==> src/rtl/seq_1101_tx_pkg.sv <==
// Shared types and constants for the 1101-sync serial transmitter.
package seq_1101_tx_pkg;

  localparam int unsigned DATA_W    = 8;
  localparam int unsigned SYNC_LEN  = 4;
  localparam int unsigned GUARD_LEN = 2;
  localparam int unsigned HIST_W    = 3;
  localparam int unsigned CNT_W     = 4;

  localparam logic [SYNC_LEN-1:0] SYNC_PAT   = 4'b1101;
  localparam logic [HIST_W-1:0]   STUFF_HIST = 3'b110;

  typedef enum logic [1:0] {
    IDLE  = 2'd0,
    SYNC  = 2'd1,
    DATA  = 2'd2,
    GUARD = 2'd3
  } state_t;

  // A data bit following 110 could complete a false 1101, so a 0 is forced instead.
  function automatic logic stuff_needed(input logic [HIST_W-1:0] hist);
    return hist == STUFF_HIST;
  endfunction

endpackage

==> src/rtl/seq_1101_tx.sv <==
// Byte-to-serial transmitter: 1101 sync, MSB-first payload with 0-stuffing, two guard zeros.
module seq_1101_tx
  import seq_1101_tx_pkg::*;
(
  input  logic              clk,
  input  logic              reset,
  input  logic [DATA_W-1:0] in_data,
  input  logic              in_valid,
  output logic              in_ready,
  output logic              dout,
  output logic              busy
);

  state_t              state_q, state_d;
  logic [CNT_W-1:0]    cnt_q, cnt_d;
  logic [CNT_W-1:0]    data_sent;
  logic [DATA_W-1:0]   shreg_q, shreg_d;
  logic [HIST_W-1:0]   hist_q, hist_d;
  logic                dout_q, dout_d;
  logic                accept;
  logic                send_data;
  logic [1:0]          sync_idx;

  // Ready is decoded from registered state so it is valid in the first cycle out of reset.
  assign in_ready = !reset &&
                    ((state_q == IDLE) ||
                     ((state_q == GUARD) && (cnt_q == CNT_W'(GUARD_LEN - 1))));
  assign accept   = in_valid && in_ready;
  assign busy     = !reset && (state_q != IDLE);
  assign dout     = dout_q;

  // Next-state logic; dout_d is the bit that will be on the line in the state being entered.
  always_comb begin
    state_d   = state_q;
    cnt_d     = cnt_q;
    shreg_d   = shreg_q;
    dout_d    = 1'b0;
    send_data = 1'b0;
    sync_idx  = 2'd0;
    data_sent = (state_q == DATA) ? cnt_q : '0;

    case (state_q)
      IDLE: begin
        if (accept) begin
          state_d = SYNC;
          cnt_d   = '0;
          shreg_d = in_data;
          dout_d  = SYNC_PAT[SYNC_LEN-1];
        end
      end

      SYNC: begin
        if (cnt_q == CNT_W'(SYNC_LEN - 1)) begin
          state_d   = DATA;
          send_data = 1'b1;
        end else begin
          cnt_d    = cnt_q + CNT_W'(1);
          sync_idx = 2'(SYNC_LEN - 2) - cnt_q[1:0];
          dout_d   = SYNC_PAT[sync_idx];
        end
      end

      DATA: begin
        if (cnt_q == CNT_W'(DATA_W)) begin
          state_d = GUARD;
          cnt_d   = '0;
        end else begin
          send_data = 1'b1;
        end
      end

      GUARD: begin
        if (cnt_q == CNT_W'(GUARD_LEN - 1)) begin
          cnt_d = '0;
          if (accept) begin
            state_d = SYNC;
            shreg_d = in_data;
            dout_d  = SYNC_PAT[SYNC_LEN-1];
          end else begin
            state_d = IDLE;
          end
        end else begin
          cnt_d = cnt_q + CNT_W'(1);
        end
      end

      default: begin
        state_d = IDLE;
        cnt_d   = '0;
      end
    endcase

    // Either a stuff 0 (payload held) or the next payload bit.
    if (send_data) begin
      if (stuff_needed(hist_q)) begin
        dout_d = 1'b0;
        cnt_d  = data_sent;
      end else begin
        dout_d  = shreg_q[DATA_W-1];
        shreg_d = {shreg_q[DATA_W-2:0], 1'b0};
        cnt_d   = data_sent + CNT_W'(1);
      end
    end

    hist_d = (state_d == IDLE) ? '0 : {hist_q[HIST_W-2:0], dout_d};
  end

  always_ff @(posedge clk) begin
    if (reset) begin
      state_q <= IDLE;
      cnt_q   <= '0;
      shreg_q <= '0;
      hist_q  <= '0;
      dout_q  <= 1'b0;
    end else begin
      state_q <= state_d;
      cnt_q   <= cnt_d;
      shreg_q <= shreg_d;
      hist_q  <= hist_d;
      dout_q  <= dout_d;
    end
  end

endmodule

==> config.mk <==
export PLATFORM = sky130hd
export DESIGN_NAME = seq_1101_tx
export DESIGN_NICKNAME = d
export VERILOG_FILES = /design/src/rtl/seq_1101_tx_pkg.sv /design/src/rtl/seq_1101_tx.sv
export SDC_FILE = /design/constraint.sdc
export NUM_CORES = 1
export LEC_CHECK = 0
export CAP_MARGIN = 20
export CORE_UTILIZATION = 55
export DETAILED_ROUTE_END_ITERATION = 7
export PLACE_DENSITY = 0.74
export SYNTH_ARGS = -nofsm -noshare
export SYNTH_HDL_FRONTEND = slang
export SYNTH_SLANG_ARGS = --single-unit
==> constraint.sdc <==
create_clock -name clk -period 2.49 [get_ports clk]
set_clock_uncertainty 0.05 [all_clocks]
set_input_delay 0.498 -clock clk [delete_from_list [all_inputs] [get_ports clk]]
set_output_delay 0.498 -clock clk [all_outputs]
set_load 0.03 [all_outputs]
After elaboration in Yosys (flattened, before gate mapping)
Cells that the tools add are included.
- $add $sub $neg: 3
- $mul: 0
- divide/modulo/power cells: 0
- order comparisons: 1
- equality and inequality tests: 10
- shift operators: 0
- mux-type cells: 30
- bitwise logic cells: 0
- reductions and logical operators: 11
- operators with widths (kind ; count):
    $mux 8 ; 4
    $mux 4 ; 7
    $pmux 4 s4 ; 1
    $pmux 8 s2 ; 1
    $mux 1 ; 9
    $add 4x1->4 const B ; 2
    $mux 2 ; 4
    $pmux 2 s4 ; 1
    $ne 3x3->1 const B ; 2
    $eq 2x2->1 const B ; 2
    $eq 4x1->1 const B ; 1
    $eq 4x2->1 const B ; 1
    $eq 4x4->1 const B ; 1
    $logic_and 1x1->1 ; 4
    $logic_not 2->1 ; 2
    $eq 3x3->1 const B ; 1
    $lt 2x3->1 const B ; 1
    $ne 3x2->1 const B ; 1
    $pmux 1 s3 ; 1
    $reduce_and 3->1 ; 1
    $bmux 1 s2 ; 1
    $eq 2x1->1 const B ; 1
    $pmux 1 s2 ; 1
    $reduce_bool 2->1 ; 1
    other kinds (4) ; 4
- register bits: 18
- bits in latches: 0
- memory bits (writable): 0
- ROM bits: 0
- input bits: 11
- output and inout bits: 3
- logic and storage cells: 60
- memories: 0

Logic depth before layout (Yosys ltp)
- depth after elaboration: 10
- depth in mapped cells: 10
- mapped depth without buffers: 9

Worst setup path after synthesis
OpenSTA, ideal clock, no wires.
- path kind: register to output
- start point: reg cnt_q[1]
- end point: out in_ready
- arrival: 1.330 ns
- required time: 1.942 ns
- setup slack: 0.612 ns
- stages on the path, launching flop included: 6
- buffers on the path: 0
- path through: dfxtp_1 > inv_1 > ha_1 > and4bb_4 > nor2_1 > nor2_1
- longest elaborated chain between the ends: 4
- RTL lines (element ; RTL line ; source):
    start, declared ; seq_1101_tx.sv:15 ; logic [CNT_W-1:0] cnt_q, cnt_d;
    start signal, assigned ; seq_1101_tx.sv:117 ; cnt_q <= cnt_d;
    $eq 4x1->1 ; seq_1101_tx.sv:27 ; ((state_q == GUARD) && (cnt_q == CNT_W'(GUARD_LEN - 1))));
    $logic_and 1x1->1 ; seq_1101_tx.sv:27 ;
    $logic_or 1x1->1 ; seq_1101_tx.sv:26 ; ((state_q == IDLE) ||
    $logic_and 1x1->1 ; seq_1101_tx.sv:25 ; assign in_ready = !reset &&
    end, declared ; seq_1101_tx.sv:9 ; output logic in_ready,
No other way between the ends.

Final worst setup path
Ends and elaborated chain as after synthesis.

==> results.md <==
- Signed area change from the synthesized netlist to the final layout: 11.22%
- Worst Setup End Kind: output port
- Overall die width: 51.93 µm
- Vias in the first global route: 1184
- DIE AREA: 2697 µm²
- Cell with the most instances on the worst path: sky130_fd_sc_hd__nor2_1
- Slowest cell on crit path: sky130_fd_sc_hd__dfxtp_1
- Number of clock buffers inserted by TritonCTS: 3
- # Max-Cap Violations: 0
- Total number of vias: 1308
- Congestion Overflow GR: 0
- Count of flip-flops with a built-in enable after synthesis: 0
- Number of antenna violations at the first check in global routing: 0
- Net count after synthesis: 198
- Worst r2r src: state_q[0]
- Global-route wire length before repair: 5361 µm
- # rows: 17
- Largest fanout of any net on the critical path: 6
- GRT Resource Usage Total: 26.83%
- Internal Power: 0.8299 mW
- Cts hold-fix bufs: 0
- Number of storage elements in the synthesis netlist: 18
- Initial drt markers: 60
- Standard cell core area: 2276 µm²
- WP buf/inv: 2
- DR vias/cell: 6.028
- Number of primary I/O pins: 14
- Antenna-violating nets left: 0
- Total of cells resized after clock tree synthesis: 0
- Post-layout power: 1.560 mW
- Clock Tree Buf Depth: 2
- CTS Root Cell: sky130_fd_sc_hd__clkbuf_4
- Required time worst endpoint: 1940 ps
- Most common library cell in the layout ignoring fill and taps: sky130_fd_sc_hd__nand2_1
- Count of endpoints failing hold in the final timing report: 0
- Final period demand of the worst path: 2208 ps
- Slowest Stage Delay on Critical Path: 330 ps
- Leak Pwr: 0.5869 nW
- Max Slew Vio Count: 0
- Average routed wire per standard cell: 14.72 µm
- Clock power share: 12.0%
- Start point of the critical path: cnt_q[1]
- Largest net degree at the start of global routing: 16
- Worst hold-check path type: reg2reg
- Arrival time at the worst endpoint: 1660 ps
- Net count of the finished layout: 211
- First-pass DRT Iterations: 4
- Placed cell area: 1489 µm²
- FMAX: 0.4530 GHz
- Cells traversed along the worst timing path: inv_1 > ha_1 > and4bb_4 > nor2_1 > nor2_1 > buf_4
- Setup TNS: 0 ps
- Initial core utilization: 60.25%
- Worst setup slack after layout: 282.5 ps
- Count of different cell masters after synthesis: 47
- Port buffer count: 13
- TritonCTS clock tree: yes
- Top library cells by usage in the layout, fill and taps aside: 24 x sky130_fd_sc_hd__nand2_1, 22 x sky130_fd_sc_hd__a21oi_1, 18 x sky130_fd_sc_hd__dfxtp_1, 17 x sky130_fd_sc_hd__nor2_1, 12 x sky130_fd_sc_hd__inv_1
- Crit start category: flop
- Number of DRC violations after detailed routing: 0
- Warning count from the yosys run: 0
- Cells on worst reg2reg path: 8
- Post-synthesis instance total: 177
- Outcome: finished, final reports clean
- WP depth: 6
- Share of power burned in registers: 28.6%
- Part of the total power dissipated in combinational logic: 59.3%
- Worst-case setup slack after placement: 318.3 ps
- Capture point of the worst path: in_ready
- Synth Area per Inst: 7.748 µm²
- Net switching fraction of the power: 46.80%
- Worst slew margin relative to its limit: 60.30%
- Share of the cycle needed by the critical path after routing: 88.66%
- Proportion of synthesized chip area in sequential cells: 26.28%
- Total setup buffers inserted after CTS: 0
- Total non-filler cell area in the finished layout: 1525 µm²
- Class of the most critical setup path: reg2out
- Post-synthesis instance area: 1371 µm²
- Worst R2R Setup Slack: 340 ps
- Setup Viol. Count Final: 0
- Worst slew pin tran: 591.5 ps
- RSZ-0062 raised after global routing: false
- Areal power density over the cells: 1023 nW/µm²
- Height of the chip: 51.93 µm
- Family with the most delay on the worst path: simple AND/OR/NAND/NOR gates
- Post-Route WL: 3194 µm
- Clock latency of the later-clocked register in the worst-skew pair: 310 ps
- Primary flip-flop cell chosen by synthesis mapping: sky130_fd_sc_hd__dfxtp_1
- Total net switching power: 0.7300 mW
- Sum of net half-perimeters after detailed placement: 2337 µm
- Reg clk slew, reported paths: 120 ps
- Core utilization of the finished layout: 67.01%
- # diodes: 0
- Proportion of layout cells with a drive suffix above 1: 12.17%
- Clock sinks: 18
- Peak supply drop: 0.8461 mV
- Fraction of synthesis flops using an asynchronous set or reset pin: 0%
- H-tree level count: 1
- Routability-driven placement congestion ratio: 0.9028
- End of the worst register-to-register path: cnt_q[1]
[synth_stat cells, drive strengths merged, types with 2 or more instances]
master	number	area, µm²
or3b	2	17.52
o21bai	2	15.01
inv	12	45.04
a211oi	7	52.55
buf	6	47.54
nand3b	3	22.52
nor3	3	15.01
nor2b	3	18.77
a2bb2oi	2	23.77
and2	3	22.53
clkbuf	2	17.51
nand2	24	90.09
mux2	2	22.52
ha	10	125.1
o21ai	10	57.56
dfxtp	18	360.4
a21oi	22	110.1
nand3	6	35.03
nor2	17	63.81
nor3b	2	15.01
a311oi	2	17.52
nand2b	2	12.51
o32ai	2	17.52
[power groups by stage]
stage | logic [mW] | registers (mW) | clock network, mW
2_1_floorplan | 0.738 | 0.428 | 0
3_3_place_gp | 0.896 | 0.448 | 0
3_5_place_dp | 0.902 | 0.453 | 0
4_1_cts | 0.913 | 0.445 | 0.189
5_1_grt | 1.02 | 0.459 | 0.202
6_report | 0.926 | 0.446 | 0.188
[metal layers]
metal	vias up	part of all wire (%)	track usage, %	wire length [µm]
met1	599	50	38.26	1596
met3	12	5.5	3.216	176
met4	0	2.2	10.81	70
li1	656	-	-	-
met2	41	42	40.38	1350
met5	-	0	0	0
[how the worst min path moves through the flow]
stage,from,endpoint,slack [ps],cells past startpoint
after global routing,hist_q[1],hist_q[2],440,1
after global placement,hist_q[0],hist_q[1],390,1
after CTS,hist_q[1],hist_q[2],410,1
after detailed placement,hist_q[1],hist_q[2],410,1
final,hist_q[1],hist_q[2],410,1
after floorplan,hist_q[0],hist_q[1],380,1
[final cells by class]
cell class              count  area, µm²
clock buffers               4      36.28
repair buffers             16      147.6
well taps                  28      35.03
flip-flops and latches     18      360.3
inverters                  12      45.04
multi-input cells         139      900.9
fillers                   202      750.7
[per-stage QoR]
stage / instances / hold slack [ps]
after floorplan: 177 / 378.5
after detailed placement: 213 / 405.5
after global placement: 213 / 387.1
final: 217 / 405.6
after global routing: 217 / 436.2
after CTS: 217 / 407.3
[worst reg2reg max path, stage by stage, from the launching register on]
cell and delay, ps:
sky130_fd_sc_hd__dfxtp_1 350, sky130_fd_sc_hd__inv_1 140, sky130_fd_sc_hd__ha_1 370, sky130_fd_sc_hd__inv_1 230, sky130_fd_sc_hd__nor2_1 180, sky130_fd_sc_hd__ha_1 250
sky130_fd_sc_hd__mux2_2 250, sky130_fd_sc_hd__o21ai_0 150, sky130_fd_sc_hd__a311oi_1 70
[flip-flops by register name, indices dropped and copies added, names as in the netlist]
signal,count
shreg_q,8
cnt_q,4
hist_q,3
state_q,2
dout,1
[logic make-up (layout without fill, tap and decap cells)]
group | after synthesis | after routing | synth area share [%]
adders and majority gates | 10 | 10 | 9.124
DFF | 18 | 18 | 26.28
xor gates and xnor gates | 1 | 1 | 0.6388
buffers and inverters | 20 | 32 | 8.028
and+or+nand+nor | 69 | 69 | 25.55
AOI/OAI and AO/OA | 57 | 57 | 28.74
muxes | 2 | 2 | 1.642
Note: power is estimated with default switching activity, not from simulation.
